File: src/rtl/counter_pkg.sv
// Shared types for range_counter: boundary mode encoding.
package counter_pkg;

  typedef enum logic [1:0] {
    MODE_WRAP   = 2'd0,
    MODE_SAT    = 2'd1,
    MODE_BOUNCE = 2'd2
  } mode_t;

endpackage

File: src/rtl/range_prescaler.sv
// Enabled-cycle prescaler for range_counter: tick once every PRESCALE enabled cycles.
// Only instantiated when RANGE_COUNTER_PRESCALE_EN is defined.
module range_prescaler #(
  parameter int PRESCALE = 4
) (
  input  logic clk,
  input  logic reset,
  input  logic enable,
  input  logic clear,
  output logic tick
);

  localparam int            PW   = $clog2(PRESCALE);
  localparam logic [PW-1:0] LAST = PW'(PRESCALE - 1);

  logic [PW-1:0] cnt_r;

  // Tick is combinational so the step lands on the same edge as the terminal enabled cycle.
  assign tick = enable & (cnt_r == LAST);

  // Enabled-cycle counter; clear (load) restarts the count.
  always_ff @(posedge clk or negedge reset) begin
    if (!reset) begin
      cnt_r <= {PW{1'b0}};
    end else if (clear) begin
      cnt_r <= {PW{1'b0}};
    end else if (tick) begin
      cnt_r <= {PW{1'b0}};
    end else if (enable) begin
      cnt_r <= cnt_r + PW'(1);
    end else begin
      cnt_r <= cnt_r;
    end
  end

endmodule

File: src/rtl/range_counter.sv
// Bounded MIN..MAX up/down counter with step, clamped load, WRAP/SAT/BOUNCE modes and a registered tc.
// Optional step prescaler: define RANGE_COUNTER_PRESCALE_EN.
module range_counter
  import counter_pkg::*;
#(
  parameter int WIDTH    = 5,
  parameter int MIN      = 3,
  parameter int MAX      = 27,
  parameter int STEP     = 1,
  parameter int PRESCALE = 4
) (
  input  logic             clk,
  input  logic             reset,
  input  logic             enable,
  input  logic             up,
  input  logic [1:0]       mode,
  input  logic             load,
  input  logic [WIDTH-1:0] load_val,
  output logic [WIDTH-1:0] count,
  output logic             dir,
  output logic             tc
);

  localparam int               XW         = WIDTH + 1;
  localparam logic [XW-1:0]    MIN_X      = XW'(MIN);
  localparam logic [XW-1:0]    MAX_X      = XW'(MAX);
  localparam logic [XW-1:0]    STEP_X     = XW'(STEP);
  localparam logic [WIDTH-1:0] MIN_W      = WIDTH'(MIN);
  localparam logic [WIDTH-1:0] MAX_W      = WIDTH'(MAX);
  localparam logic [WIDTH-1:0] MAX_BACK_W = WIDTH'(MAX - STEP);
  localparam logic [WIDTH-1:0] MIN_FWD_W  = WIDTH'(MIN + STEP);

  if (!(MIN >= 0 && MIN < MAX && MAX <= (2 ** WIDTH) - 1 &&
        STEP >= 1 && STEP <= MAX - MIN && PRESCALE >= 2)) begin : g_bad_params
    $error("range_counter: illegal parameter set");
  end

  logic [WIDTH-1:0] count_r, count_n_s, load_clamp_s;
  logic             dir_r, dir_n_s, tc_r, tc_n_s, step_s;
  logic [XW-1:0]    cnt_x_s, up_x_s, dn_x_s;
  logic             over_s, under_s;

`ifdef RANGE_COUNTER_PRESCALE_EN
  logic tick_s;

  range_prescaler #(.PRESCALE(PRESCALE)) u_prescaler (
    .clk    (clk),
    .reset  (reset),
    .enable (enable),
    .clear  (load),
    .tick   (tick_s)
  );

  assign step_s = enable & tick_s;
`else
  assign step_s = enable;
`endif

  // One extra bit so overshoot and borrow are seen explicitly, not lost to binary wrap.
  assign cnt_x_s = {1'b0, count_r};
  assign up_x_s  = cnt_x_s + STEP_X;
  assign dn_x_s  = cnt_x_s - STEP_X;
  assign over_s  = up_x_s > MAX_X;
  assign under_s = dn_x_s[WIDTH] | (dn_x_s < MIN_X);

  // Load value clamp into [MIN, MAX].
  always_comb begin
    if (load_val < MIN_W) begin
      load_clamp_s = MIN_W;
    end else if (load_val > MAX_W) begin
      load_clamp_s = MAX_W;
    end else begin
      load_clamp_s = load_val;
    end
  end

  // Next-state: load > step > hold, boundary handling per mode.
  always_comb begin
    count_n_s = count_r;
    dir_n_s   = dir_r;
    tc_n_s    = 1'b0;
    if (load) begin
      count_n_s = load_clamp_s;
    end else if (step_s) begin
      case (mode)
        MODE_SAT: begin
          if (up) begin
            if (over_s) begin
              count_n_s = MAX_W;
              tc_n_s    = (count_r != MAX_W);
            end else begin
              count_n_s = up_x_s[WIDTH-1:0];
            end
          end else begin
            if (under_s) begin
              count_n_s = MIN_W;
              tc_n_s    = (count_r != MIN_W);
            end else begin
              count_n_s = dn_x_s[WIDTH-1:0];
            end
          end
        end
        MODE_BOUNCE: begin
          if (dir_r) begin
            if (count_r == MAX_W) begin
              dir_n_s   = 1'b0;
              count_n_s = MAX_BACK_W;
              tc_n_s    = 1'b1;
            end else if (over_s) begin
              count_n_s = MAX_W;
            end else begin
              count_n_s = up_x_s[WIDTH-1:0];
            end
          end else begin
            if (count_r == MIN_W) begin
              dir_n_s   = 1'b1;
              count_n_s = MIN_FWD_W;
              tc_n_s    = 1'b1;
            end else if (under_s) begin
              count_n_s = MIN_W;
            end else begin
              count_n_s = dn_x_s[WIDTH-1:0];
            end
          end
        end
        default: begin
          // WRAP, and reserved encoding 3 behaves the same.
          if (up) begin
            if (over_s) begin
              count_n_s = MIN_W;
              tc_n_s    = 1'b1;
            end else begin
              count_n_s = up_x_s[WIDTH-1:0];
            end
          end else begin
            if (under_s) begin
              count_n_s = MAX_W;
              tc_n_s    = 1'b1;
            end else begin
              count_n_s = dn_x_s[WIDTH-1:0];
            end
          end
        end
      endcase
    end else begin
      count_n_s = count_r;
    end
  end

  // State registers.
  always_ff @(posedge clk or negedge reset) begin
    if (!reset) begin
      count_r <= MIN_W;
      dir_r   <= 1'b1;
      tc_r    <= 1'b0;
    end else begin
      count_r <= count_n_s;
      dir_r   <= dir_n_s;
      tc_r    <= tc_n_s;
    end
  end

  assign count = count_r;
  assign dir   = dir_r;
  assign tc    = tc_r;

endmodule

File: config.mk
export PLATFORM = sky130hd
export DESIGN_NAME = range_counter
export DESIGN_NICKNAME = d
export VERILOG_FILES = /design/src/rtl/counter_pkg.sv /design/src/rtl/range_prescaler.sv /design/src/rtl/range_counter.sv
export SDC_FILE = /design/constraint.sdc
export NUM_CORES = 1
export LEC_CHECK = 0
export ABC_AREA = 1
export BUFFER_PORTS_ARGS = -buffer_cell sky130_fd_sc_hd__buf_2
export CAP_MARGIN = 0
export CORE_ASPECT_RATIO = 0.8
export CORE_UTILIZATION = 50
export CTS_CLUSTER_DIAMETER = 80
export DETAILED_ROUTE_END_ITERATION = 12
export PLACE_DENSITY = 0.71
export SETUP_SLACK_MARGIN = 0.4
export SLEW_MARGIN = 20
export SYNTH_ARGS = -nofsm -noshare
export SYNTH_HDL_FRONTEND = slang
export SYNTH_HIERARCHICAL = 1
export SYNTH_SLANG_ARGS = --single-unit
File: constraint.sdc
create_clock -name clk -period 1.9 [get_ports clk]
set_input_delay 0.095 -clock clk [delete_from_list [all_inputs] [get_ports clk]]
set_output_delay 0.095 -clock clk [all_outputs]
set_load 0.02 [all_outputs]
# Word level (Yosys, flattened, before mapping)

Index checks and enable logic that the tools add are counted.

Register bits after elaboration: 7
Bits of input ports: 12
Output and inout port bits: 7
Logic and storage cells: 47

Bitwise operators: 2
Mux-type cells: 28
Reductions and logical operators: 2
Magnitude comparators: 4
Equal/unequal tests: 6
Add/subtract/negate cells: 2

Operator list:

| kind                                                        | count |
|---|---|
| two-way mux 5 bit                                           | 13 |
| two-way mux 1 bit                                           | 13 |
| case mux 5 bit (2 select lines)                             | 1 |
| adder 5 x 1 -> 6 bit (second input constant)                | 1 |
| > comparator 6 x 5 -> 1 bit (second input constant)         | 1 |
| less-than comparator 6 x 2 -> 1 bit (second input constant) | 1 |
| subtractor 5 x 1 -> 6 bit (second input constant)           | 1 |
| equality test 5 x 2 -> 1 bit (second input constant)        | 1 |
| equality test 5 bit (second input constant)                 | 1 |
| > comparator 5 bit (second input constant)                  | 1 |
| less-than comparator 5 x 2 -> 1 bit (second input constant) | 1 |
| != test 5 x 2 -> 1 bit (second input constant)              | 1 |
| != test 5 bit (second input constant)                       | 1 |
| AND reduction 3 bit                                         | 1 |
| equality test 2 x 1 -> 1 bit (second input constant)        | 1 |
| equality test 2 bit (second input constant)                 | 1 |
| case mux 1 bit (2 select lines)                             | 1 |
| nonzero test 2 bit                                          | 1 |
| inverter 1 bit                                              | 1 |
| bitwise OR 1 bit                                            | 1 |

# Longest topological paths before layout

Gate-level depths: netlist of run 1.

Depth after elaboration: 9
Gate-level depth with buffers: 14
Gate-level depth less buffers: 14

# Least setup slack after synthesis of run 1

OpenSTA, ideal clock, no wires.

Kind: register -> register
Start: reg count_r[0], in the netlist count[0]
End: reg count_r[4], in the netlist count[4]
Buffers on the path: 0
Cell stages (with the launch flop): 14
Required time: 1.834 ns
Period minus slack after synthesis: 1.770 ns
Library setup time: 0.066 ns
Data arrival time: 1.704 ns
Setup slack: 0.130 ns
Path through: dfstp_2 -> inv_1 -> ha_1 -> nand2_2 -> nand2_2 -> nor3_2 -> nand2_2 -> nand2_2 -> nand2_2 -> nand3_1 -> nand2_1 -> inv_1 -> nand2_1 -> nand2_1

Longest elaborated chain between the ends: 9
Elaborated cells between the ends (all ways): 19
Classes of those cells: add/sub (2); order compare (2); eq/ne (2); mux (12); bitwise (1)

Ends and longest elaborated chain:

| element                             | RTL line                                  | text |
|---|---|---|
| start, declared                     | range_counter.sv:38                       | `logic [WIDTH-1:0] count_r, count_n_s, load_clamp_s;` |
| start signal, assigned              | range_counter.sv:157                      | `count_r <= count_n_s;` |
| subtractor 5 x 1 -> 6 bit           | range_counter.sv:62                       | `assign dn_x_s = cnt_x_s - STEP_X;` |
| less-than comparator 6 x 2 -> 1 bit | range_counter.sv:64                       | `assign under_s = dn_x_s[WIDTH] \| (dn_x_s < MIN_X);` |
| bitwise OR 1 bit                    | range_counter.sv:64                       |  |
| two-way mux 5 bit                   | range_counter.sv:95, range_counter.sv:119 |  |
| two-way mux 5 bit                   | range_counter.sv:115                      | `if (count_r == MIN_W) begin` |
| two-way mux 5 bit                   | range_counter.sv:104                      | `if (dir_r) begin` |
| case mux 5 bit (2 select lines) *   | range_counter.sv:85                       | `case (mode)` |
| two-way mux 5 bit *                 | range_counter.sv:84                       | `end else if (step_s) begin` |
| two-way mux 5 bit *                 | range_counter.sv:82                       | `if (load) begin` |

Every way passes the cells marked *; elsewhere a longest branch is shown, timed or not. The select of a mux whose other input is x is not followed.
A chain may end at the register's enable or synchronous reset.

# Worst setup path in the final report of run 1

Same ends and word-level chain as after synthesis.

==> impl_metrics.yaml, run 1 <==
synthesis:
  synth_nets: 181
  yosys_register_bits: 7
  syn_area_per_cell_um2: 5.913
  synth_area_um2: 969.7
  seq_area_frac_synth_pct: 18.45
  yosysUniqueCellTypes: 27
  synth_warnings: 6
  syn_inst: 164
placed_design:
  dp.cells: 208
  place_area_mm2: 0.001129
  numPortBuffers: 18
  routabilityCongestion: 1.044
  hpwlAfterDp_um: 2252
pwr:
  switching_share_pct: 48.18
  power_switching_mw: 0.4196
  power.density_mw_per_mm2: 680.4
  seqPwrFrac_pct: 24.4
  power.internal_mw: 0.4514
  combPwrFrac_pct: 60.6
  power_frac_clock_pct: 15.0
  ir_drop_mv: 0.5421
  p_leak_nw: 0.6816
sta:
  fin_skew_ps: 7.042
  setup_viol: 0
  fin_hold_ws_ps: 137.2
  slew_violations: 0
  slew_headroom_pct: 73.70
  worstMarginPinSlew_ps: 391.1
  rsz0062_at_grt: "true"
  clock.fmax_ghz: 0.5679
  finalCritPeriodShare_pct: 92.68
  tns_ps: 0
  fin_crit_ps: 1761
  finalHoldViolations: 0
layout:
  nFillCells: 130
  drive_above_1_share_pct: 37.63
  syn_to_final_growth_pct: 32.00
  final_common_cell: "nand2_1"
  post-route-cell-area_mm2: 0.001280
  layout_common_cells: "nand2_1, buf_2, nand3_1"
  finalNetCount: 212
  diodes: 0
  stdcell_count: 216
global_routing:
  globalRoute.totalOverflow: 0
  grt_pass1_vias: 1011
  grt_pass1_wl_um: 4402
  antenna_found_initial: 0
  grtUsageTotal_pct: 29.28
  grt_max_degree: 10
drt:
  drc: 0
  num_vias: 1230
  routed_wl_um: 3062
  drtIter0Drc: 69
  viasPerCell: 5.694
  dr.pass1.iters: 5
  postRouteAntennaNets: 0
  drt-wirelength-per-cell_um: 14.18
floorplanning:
  io_pins: 19
  die_y_um: 41.39
  start_util_pct: 56.24
  die_w_um: 51.24
  core_mm2: 0.001724
  num_rows: 13
  die_area_mm2: 0.002121
clock_network:
  clkSinkCount: 7
  clock_latency_ps: 240
  root_buffer: "clkbuf_4"
  cts_tree: "done"
  path_clk_slew_ps: 50
  clk_path_buf_depth: 2
  htreeDepth: 1
  cts_buffers: 3
min_path:
  worstHoldPathType: "input port to register"
setup_path:
  end_kind: "register"
  required_ps: 2030
  crit_path_start_kind: "register"
  crit_path_max_fanout: 4
  path_class: "register to register"
  critPathArrivalTime_ps: 1890
run_status:
  outcome: "completed"
flow_run:
  cap_violations: 0
synthesized netlist by cell type (all sizes together):
library cell	n	area share (%)
nand4	2	1.3
a22oi	2	1.5
and2	1	0.65
inv	25	9.7
dfrtp	4	10
or2	1	0.65
ha	5	6.5
dfstp	3	8.1
nand2	57	25
buf	1	1.2
a21oi	6	3.1
o31ai	2	1.5
a31oi	4	2.6
clkinv	1	0.39
o21ai	8	4.5
nor2	15	7.1
nand3	22	12
nor3	5	4.1
timing repair:
action,4_1_cts,5_1_grt
hold buffers,1,0
setup buffers,3,0
pin swaps,7,8
gates resized for setup,11,17
endpoints found under the hold margin,7,0
setup endpoints to repair,7,7
registers in the layout, indices dropped and copies added, names as in the netlist:
| register | flops |
|---|---|
| tc | 1 |
| count | 5 |
| dir | 1 |
final cells by class:
class / instances / area, um2 / area share, %
sequential: 7 / 178.9 / 13.98
tap: 22 / 27.53 / 2.151
timing repair buffer: 27 / 160.2 / 12.51
multi-input combinational: 130 / 787.0 / 61.49
inverter: 26 / 100.1 / 7.820
clock buffer: 4 / 26.28 / 2.053
power by group through the flow:
stage	clock network [mW]	logic (mW)	registers [mW]
2_1_floorplan	0	0.296	0.228
3_3_place_gp	0	0.431	0.209
3_5_place_dp	0	0.437	0.210
4_1_cts	0.135	0.481	0.210
5_1_grt	0.145	0.573	0.215
6_report	0.131	0.527	0.213
routing by layer:
layer  share of wire, %  global-route usage [%]  up-vias
met5                  0                       0        -
met4                2.2                   7.432        0
met3                9.6                   5.435       14
met2                 46                   51.64       68
met1                 42                   38.10      549
li1                   -                       -      599
logic make-up after synthesis:
family,after synthesis,share of synthesized area [%]
simple gates,103,50.58
buf+inv,27,11.23
compound gates,22,13.29
flops,7,18.45
fa+ha+maj,5,6.452
stage by stage:
stage,util [%],power (mW),worst slack (ps)
floorplan,-,0.5238,171.1
global placement,65.46,0.6405,97.77
detailed placement,65.46,0.6464,105.8
CTS,71.48,0.8263,180.0
global route,74.24,0.9332,44.30
finish,74.24,0.8710,139.2
critical path, cell delays in order (launching register included):
cell     delay, ps
dfstp_2        610
buf_4          150
nand3_2        100
nand2_2        130
nand3_2        140
nand2_4        130
nor2_2          50
nand2_1         80
nand3_2         70
nand2_1         60
inv_1           30
nand2_1         50
nand2_1         50
final timing paths:
kind / endpoint / startpoint / slack, ps / depth (start not counted)
worst max-delay path: count[4]$_DFFE_PN0P_ / count[0]$_DFFE_PN1P_ / 140 / 12
worst min-delay path: count[4]$_DFFE_PN0P_ / load_val[4] / 140 / 3
max in group asynchronous: dir$_DFFE_PN1P_ / reset / 1450 / 2
worst min register to register: count[1]$_DFFE_PN1P_ / count[1]$_DFFE_PN1P_ / 590 / 2
min in group asynchronous: count[3]$_DFFE_PN0P_ / reset / 210 / 2
worst max register to register: count[4]$_DFFE_PN0P_ / count[0]$_DFFE_PN1P_ / 140 / 12
No activity file was read; power rests on OpenSTA's default activity.
==> run 2: changes to the inputs <==
CTS_BUF_LIST = sky130_fd_sc_hd__clkbuf_16   (was unset)
==> run 2 against run 1 <==
Compared with the run above:
- sequential power up 2%
- largest cell class unchanged
- count of clock-buffer cells in the layout decreased by 1
- worst hold slack gained 14 ps
- flip-flop and latch count unchanged
- largest power group unchanged
- clock power rose to 2.7 times the previous value
- final cell count rose by 0.46%
- via count up 3.4%
- first-iteration DRC count is 17% higher
- combinational power grew 4.9%
==> impl_metrics.yaml, run 2 (synthesis results as in run 1) <==
run_status:
  outcome: "completed"
layout:
  syn_to_final_growth_pct: 41.16
  multiInputGateArea_um2: 805.8
  nFillCells: 120
  seq_area_um2: 178.9
  diodes: 0
  drive_above_1_share_pct: 39.49
  largest_reg_flops: 5
  final_common_cell: "nand2_1"
  finalNetCount: 213
  layout_common_cells: "nand2_1, buf_2, inv_1, nand3_1, nor2_1"
setup_path:
  critPathArrivalTime_ps: 1920
  timing.rr.start: "count[0]$_DFFE_PN1P_"
  end_kind: "register"
  regToRegSetupSlack_ps: 90
  crit_path_max_fanout: 4
  required_ps: 2010
  path_class: "register to register"
  reg2reg_depth: 10
  rr_endpoint: "count[3]$_DFFE_PN0P_"
  crit_path_start_kind: "register"
sta:
  slew_headroom_pct: 72.81
  fin_hold_ws_ps: 151.5
  fin_skew_ps: 0.9455
  slew_violations: 0
  setup_viol: 0
  setup_slack_ps: 87.45
  rsz0062_at_grt: "true"
  finalHoldViolations: 0
  worstMarginPinSlew_ps: 406.4
  finalCritPeriodShare_pct: 95.40
  clock.fmax_ghz: 0.5517
  tns_ps: 0
  fin_crit_ps: 1813
flow_run:
  cap_violations: 0
clock_network:
  cts_tree: "done"
  htreeDepth: 1
  path_clk_slew_ps: 40
  cts_buffers: 3
  root_buffer: "clkbuf_16"
  clkSinkCount: 7
  clk_path_buf_depth: 2
  clock_latency_ps: 230
min_path:
  holdPathEnd: "count[4]$_DFFE_PN0P_"
  min-delay-start: "load_val[4]"
  hold_path_depth: 3
  worstHoldPathType: "input port to register"
placed_design:
  routabilityCongestion: 1.044
  numPortBuffers: 18
  hpwlAfterDp_um: 2252
  pre_cts_ws_ps: 105.8
floorplanning:
  die_w_um: 51.24
  start_util_pct: 56.24
  num_rows: 13
  die_y_um: 41.39
  io_pins: 19
  core_mm2: 0.001724
  die_area_mm2: 0.002121
global_routing:
  grt_pass1_wl_um: 4512
  antenna_found_initial: 0
  grt_pass1_vias: 1017
  grtUsageTotal_pct: 30.48
  globalRoute.totalOverflow: 0
  grt_max_degree: 10
drt:
  drc: 0
  viasPerCell: 5.862
  postRouteAntennaNets: 0
  drtIter0Drc: 81
  drt-wirelength-per-cell_um: 15.73
  num_vias: 1272
  dr.pass1.iters: 4
  routed_wl_um: 3413
pwr:
  power.density_mw_per_mm2: 819.2
  p_leak_nw: 0.7232
  ir_drop_mv: 0.8776
## run 2: layer usage
layer	track usage, %	routed length (um)	vias up
met5	0	0	-
met4	11.49	96	0
met3	5.797	314	20
met2	53.29	1653	79
met1	38.66	1348	574
li1	-	-	599
## run 2: final cells by class
class,instances,area share [%]
Clock buffer,3,5.484
Clock inverter,1,0.2742
Inverter,26,7.495
Multi-Input combinational cell,130,58.87
Sequential cell,7,13.07
Tap cell,22,2.011
Timing Repair Buffer,28,12.80
## run 2: what timing repair did
| item | 4_1_cts | 5_1_grt |
|---|---|---|
| endpoints found under the hold margin | 7 | 0 |
| setup buffers | 3 | 1 |
| pin swaps | 8 | 13 |
| setup endpoints to repair | 7 | 7 |
| hold buffers | 1 | 0 |
| resized for setup | 14 | 22 |
## run 2: power by group
group | leakage, nW | internal [mW] | switching [mW]
Combinational | 0.599 | 0.206 | 0.346
Sequential | 0.0815 | 0.175 | 0.0414
Clock | 0.0423 | 0.274 | 0.0786
Total | 0.723 | 0.655 | 0.466
## run 2: how the worst max path moves through the flow
stage                           end                 start  depth (start not counted)  slack, ps
2_1_floorplan  count[4]$_DFFE_PN0P_  count[1]$_DFFE_PN1P_                         13        170
3_3_place_gp   count[4]$_DFFE_PN0P_  count[0]$_DFFE_PN1P_                         13        100
3_5_place_dp   count[4]$_DFFE_PN0P_  count[0]$_DFFE_PN1P_                         13        110
4_1_cts        count[4]$_DFFE_PN0P_  count[1]$_DFFE_PN1P_                         13        180
5_1_grt        count[4]$_DFFE_PN0P_  count[0]$_DFFE_PN1P_                         12         20
6_report       count[3]$_DFFE_PN0P_  count[0]$_DFFE_PN1P_                         10         90
## run 2: per-stage QoR
stage / total power [mW] / instance area [um2] / cells / utilization, %
after floorplan: 0.5238 / 984.7 / 164 / -
after global placement: 0.6405 / 1129 / 208 / 65.46
after detailed placement: 0.6464 / 1129 / 208 / 65.46
after CTS: 1.056 / 1291 / 216 / 74.89
after global routing: 1.179 / 1369 / 217 / 79.39
final: 1.121 / 1369 / 217 / 79.39
## run 2: worst max-delay path, cell delays in order, from the launching register on
cell and delay (ps):
dfstp_2 600, buf_4 160, nand3_2 110, nor2_2 190, inv_2 100, nand2_4 110, nor2_2 50, nand2_1 90
nand3_1 100, nand3_1 110, nand2_1 70
==> run 3: changes to the inputs <==
ABC_AREA = 0   (was 1)
PLACE_DENSITY = 0.7   (was 0.71)
==> run 3 against run 2 <==
Compared with the run above:
- the flow now finishes with violations (setup timing)
- sequential power increased by 12%
- clock power is 2% higher
- non-clock buffer count up 14
- synthesized area is 18% higher
- global-route usage fell by 0.51 points
- first-iteration DRC count fell by 6.2%
- sequential share of layout area decreased by 1.5 points
- utilization is 7.2 points lower
- via count is 8.0% higher
- total power grew 25%
- critical path type unchanged
- largest cell class unchanged
==> impl_metrics.yaml, run 3 <==
run_status:
  outcome: "complete, but fails checks"
  violations: "setup timing"
drt:
  maxUsedRoutingLayer: "met4"
  wl_met1_um: 1568
  dr.pass1.iters: 4
  num_vias: 1374
  wl_met2_um: 1749
  drc: 0
  routed_wl_um: 3693
  drtIter0Drc: 76
  viasPerCell: 6.451
  wl_met3_um: 284
  drt-wirelength-per-cell_um: 17.34
  postRouteAntennaNets: 0
setup_path:
  crit_path_max_fanout: 4
  crit_path_start_kind: "register"
  crit_start: "count[0]$_DFFE_PN1P_"
  worstPathCellList: "inv_6 > ha_4 > o21ai_2 > a32oi_2 > or3_4 > o311a_1 > a311oi_2"
  required_ps: 2020
  end_kind: "register"
  critPathArrivalTime_ps: 2190
  path_class: "register to register"
  slowest_delay_ps: 590
  critPathSlowestCell: "dfstp_2"
  timing.rr.start: "count[0]$_DFFE_PN1P_"
clock_network:
  clk_path_buf_depth: 2
  clock_latency_ps: 230
  path_clk_slew_ps: 40
  cts_tree: "done"
  clkSinkCount: 7
  htreeDepth: 1
  cts_buffers: 3
  root_buffer: "clkbuf_16"
synthesis:
  syn_area_per_cell_um2: 7.402
  post-synth-top-count-cell: "nand2_1"
  syn_inst: 154
  seq_area_frac_synth_pct: 15.70
  synth_area_mm2: 0.001140
  yosysUniqueCellTypes: 54
  synth_warnings: 6
  yosys_register_bits: 7
  ys_top_cells_by_count: "nand2_1, inv_1, nor2_1"
  synthFlopType: "dfrtp_1"
  yosys.area.top_type: "dfrtp_1"
  synth_edf_count: 0
  synth-async-reset-ratio_pct: 100.0
  yosysTopAreaCellShare_pct: 8.782
  synth_nets: 171
  synth_area_leaders: "dfrtp_1, dfstp_2, ha_1, nand2_1, inv_1"
min_path:
  min-delay-start: "load_val[1]"
  worstHoldPathType: "input port to register"
pwr:
  ir_drop_mv: 0.6180
  power.density_mw_per_mm2: 901.9
  p_leak_nw: 0.6429
floorplanning:
  num_rows: 15
  start_util_pct: 52.81
  die_y_um: 44.71
  die_w_um: 55.38
  die_area_mm2: 0.002476
  core_mm2: 0.002158
  io_pins: 19
layout:
  syn_to_final_growth_pct: 36.66
  final_common_cell: "buf_4"
  nFillCells: 158
  largest_reg_flops: 5
  multiInputGateArea_um2: 940.9
  layout_common_cells: "buf_4, buf_2, nand2_1"
  finalNetCount: 206
  post-route-util_pct: 72.17
  diodes: 0
  drive_above_1_share_pct: 37.23
  seq_area_um2: 180.2
global_routing:
  grt_pass1_vias: 1285
  grt_pass1_wl_um: 5878
  grtUsageTotal_pct: 29.97
  globalRoute.totalOverflow: 0
  grt_max_degree: 17
  antenna_found_initial: 0
placed_design:
  numPortBuffers: 18
  routabilityCongestion: 0.8584
  hpwlAfterDp_um: 2529
sta:
  rsz0062_at_grt: "true"
  setup_slack_ps: -169.7
  slew_headroom_pct: 57.55
  fin_hold_ws_ps: 116.7
  fin_skew_ps: 3.173
  slew_violations: 0
  setup_viol: 4
  tns_ps: -460.7
  finalHoldViolations: 0
  clock.fmax_ghz: 0.4832
  finalCritPeriodShare_pct: 108.9
  worstMarginPinSlew_ps: 628.6
  fin_crit_ps: 2070
flow_run:
  cap_violations: 0
run 3: path summary, 6_finish.rpt:
kind	endpoint	depth (start not counted)	slack [ps]
max reg2reg	tc$_DFF_PN0_	7	-170
max in group asynchronous	count[0]$_DFFE_PN1P_	2	1420
max	tc$_DFF_PN0_	7	-170
min reg2reg	dir$_DFFE_PN1P_	3	700
min	count[1]$_DFFE_PN1P_	3	120
min in group asynchronous	count[3]$_DFFE_PN0P_	2	240
run 3: logic make-up (layout without fill, tap and decap cells):
group	count (synthesis)	count (layout)	share of synthesized area [%]
mux	4	4	3.513
flops	7	7	15.70
compound gates	49	49	32.38
xor+xnor	4	4	3.074
buf+inv	23	57	9.660
fa+ha+maj	5	5	5.488
simple gates	62	62	30.19
run 3: worst max-delay path, delay by kind of cell (launching register included):
family                     cells  cell delay (ps)
AOI/OAI and AO/OA              4              810
DFF                            1              590
and+or+nand+nor                1              340
adders and majority gates      1              160
buffers and inverters          1               60
run 3: cell type report:
class	instances	share of cell area, %
Sequential cell	7	11.57
Clock buffer	3	4.819
Inverter	11	2.972
Tap cell	25	2.008
Timing Repair Buffer	42	17.99
Clock inverter	1	0.2410
Multi-Input combinational cell	124	60.40
run 3: routing by layer:
metal	GRT usage (%)	up-vias
met5	0	-
met4	16.50	0
met3	6.590	13
met2	46.27	80
met1	39.69	633
li1	-	648
run 3: where the power goes:
part / total [mW] / switching, mW / internal [mW]
Clock: 0.360 / 0.0857 / 0.274
Sequential: 0.244 / 0.0570 / 0.187
Combinational: 0.801 / 0.426 / 0.375
Total: 1.40 / 0.569 / 0.836
run 3: stage by stage:
step / setup WS, ps / cell area, um2 / power [mW] / instances
after floorplan: -179.9 / 1189 / 0.7194 / 154
after global placement: -91.17 / 1361 / 0.9094 / 201
after detailed placement: -165.5 / 1361 / 0.9217 / 201
after CTS: -162.0 / 1509 / 1.340 / 211
after global routing: -200.1 / 1558 / 1.483 / 213
final: -169.7 / 1558 / 1.405 / 213
run 3: timing repair:
action / 4_1_cts / 5_1_grt
hold endpoints to repair: 7 / 0
buffers inserted: 5 / 2
pin swaps: 4 / 2
endpoints found under the setup margin: 7 / 7
gates resized for setup: 5 / 8
hold buffers: 1 / 0
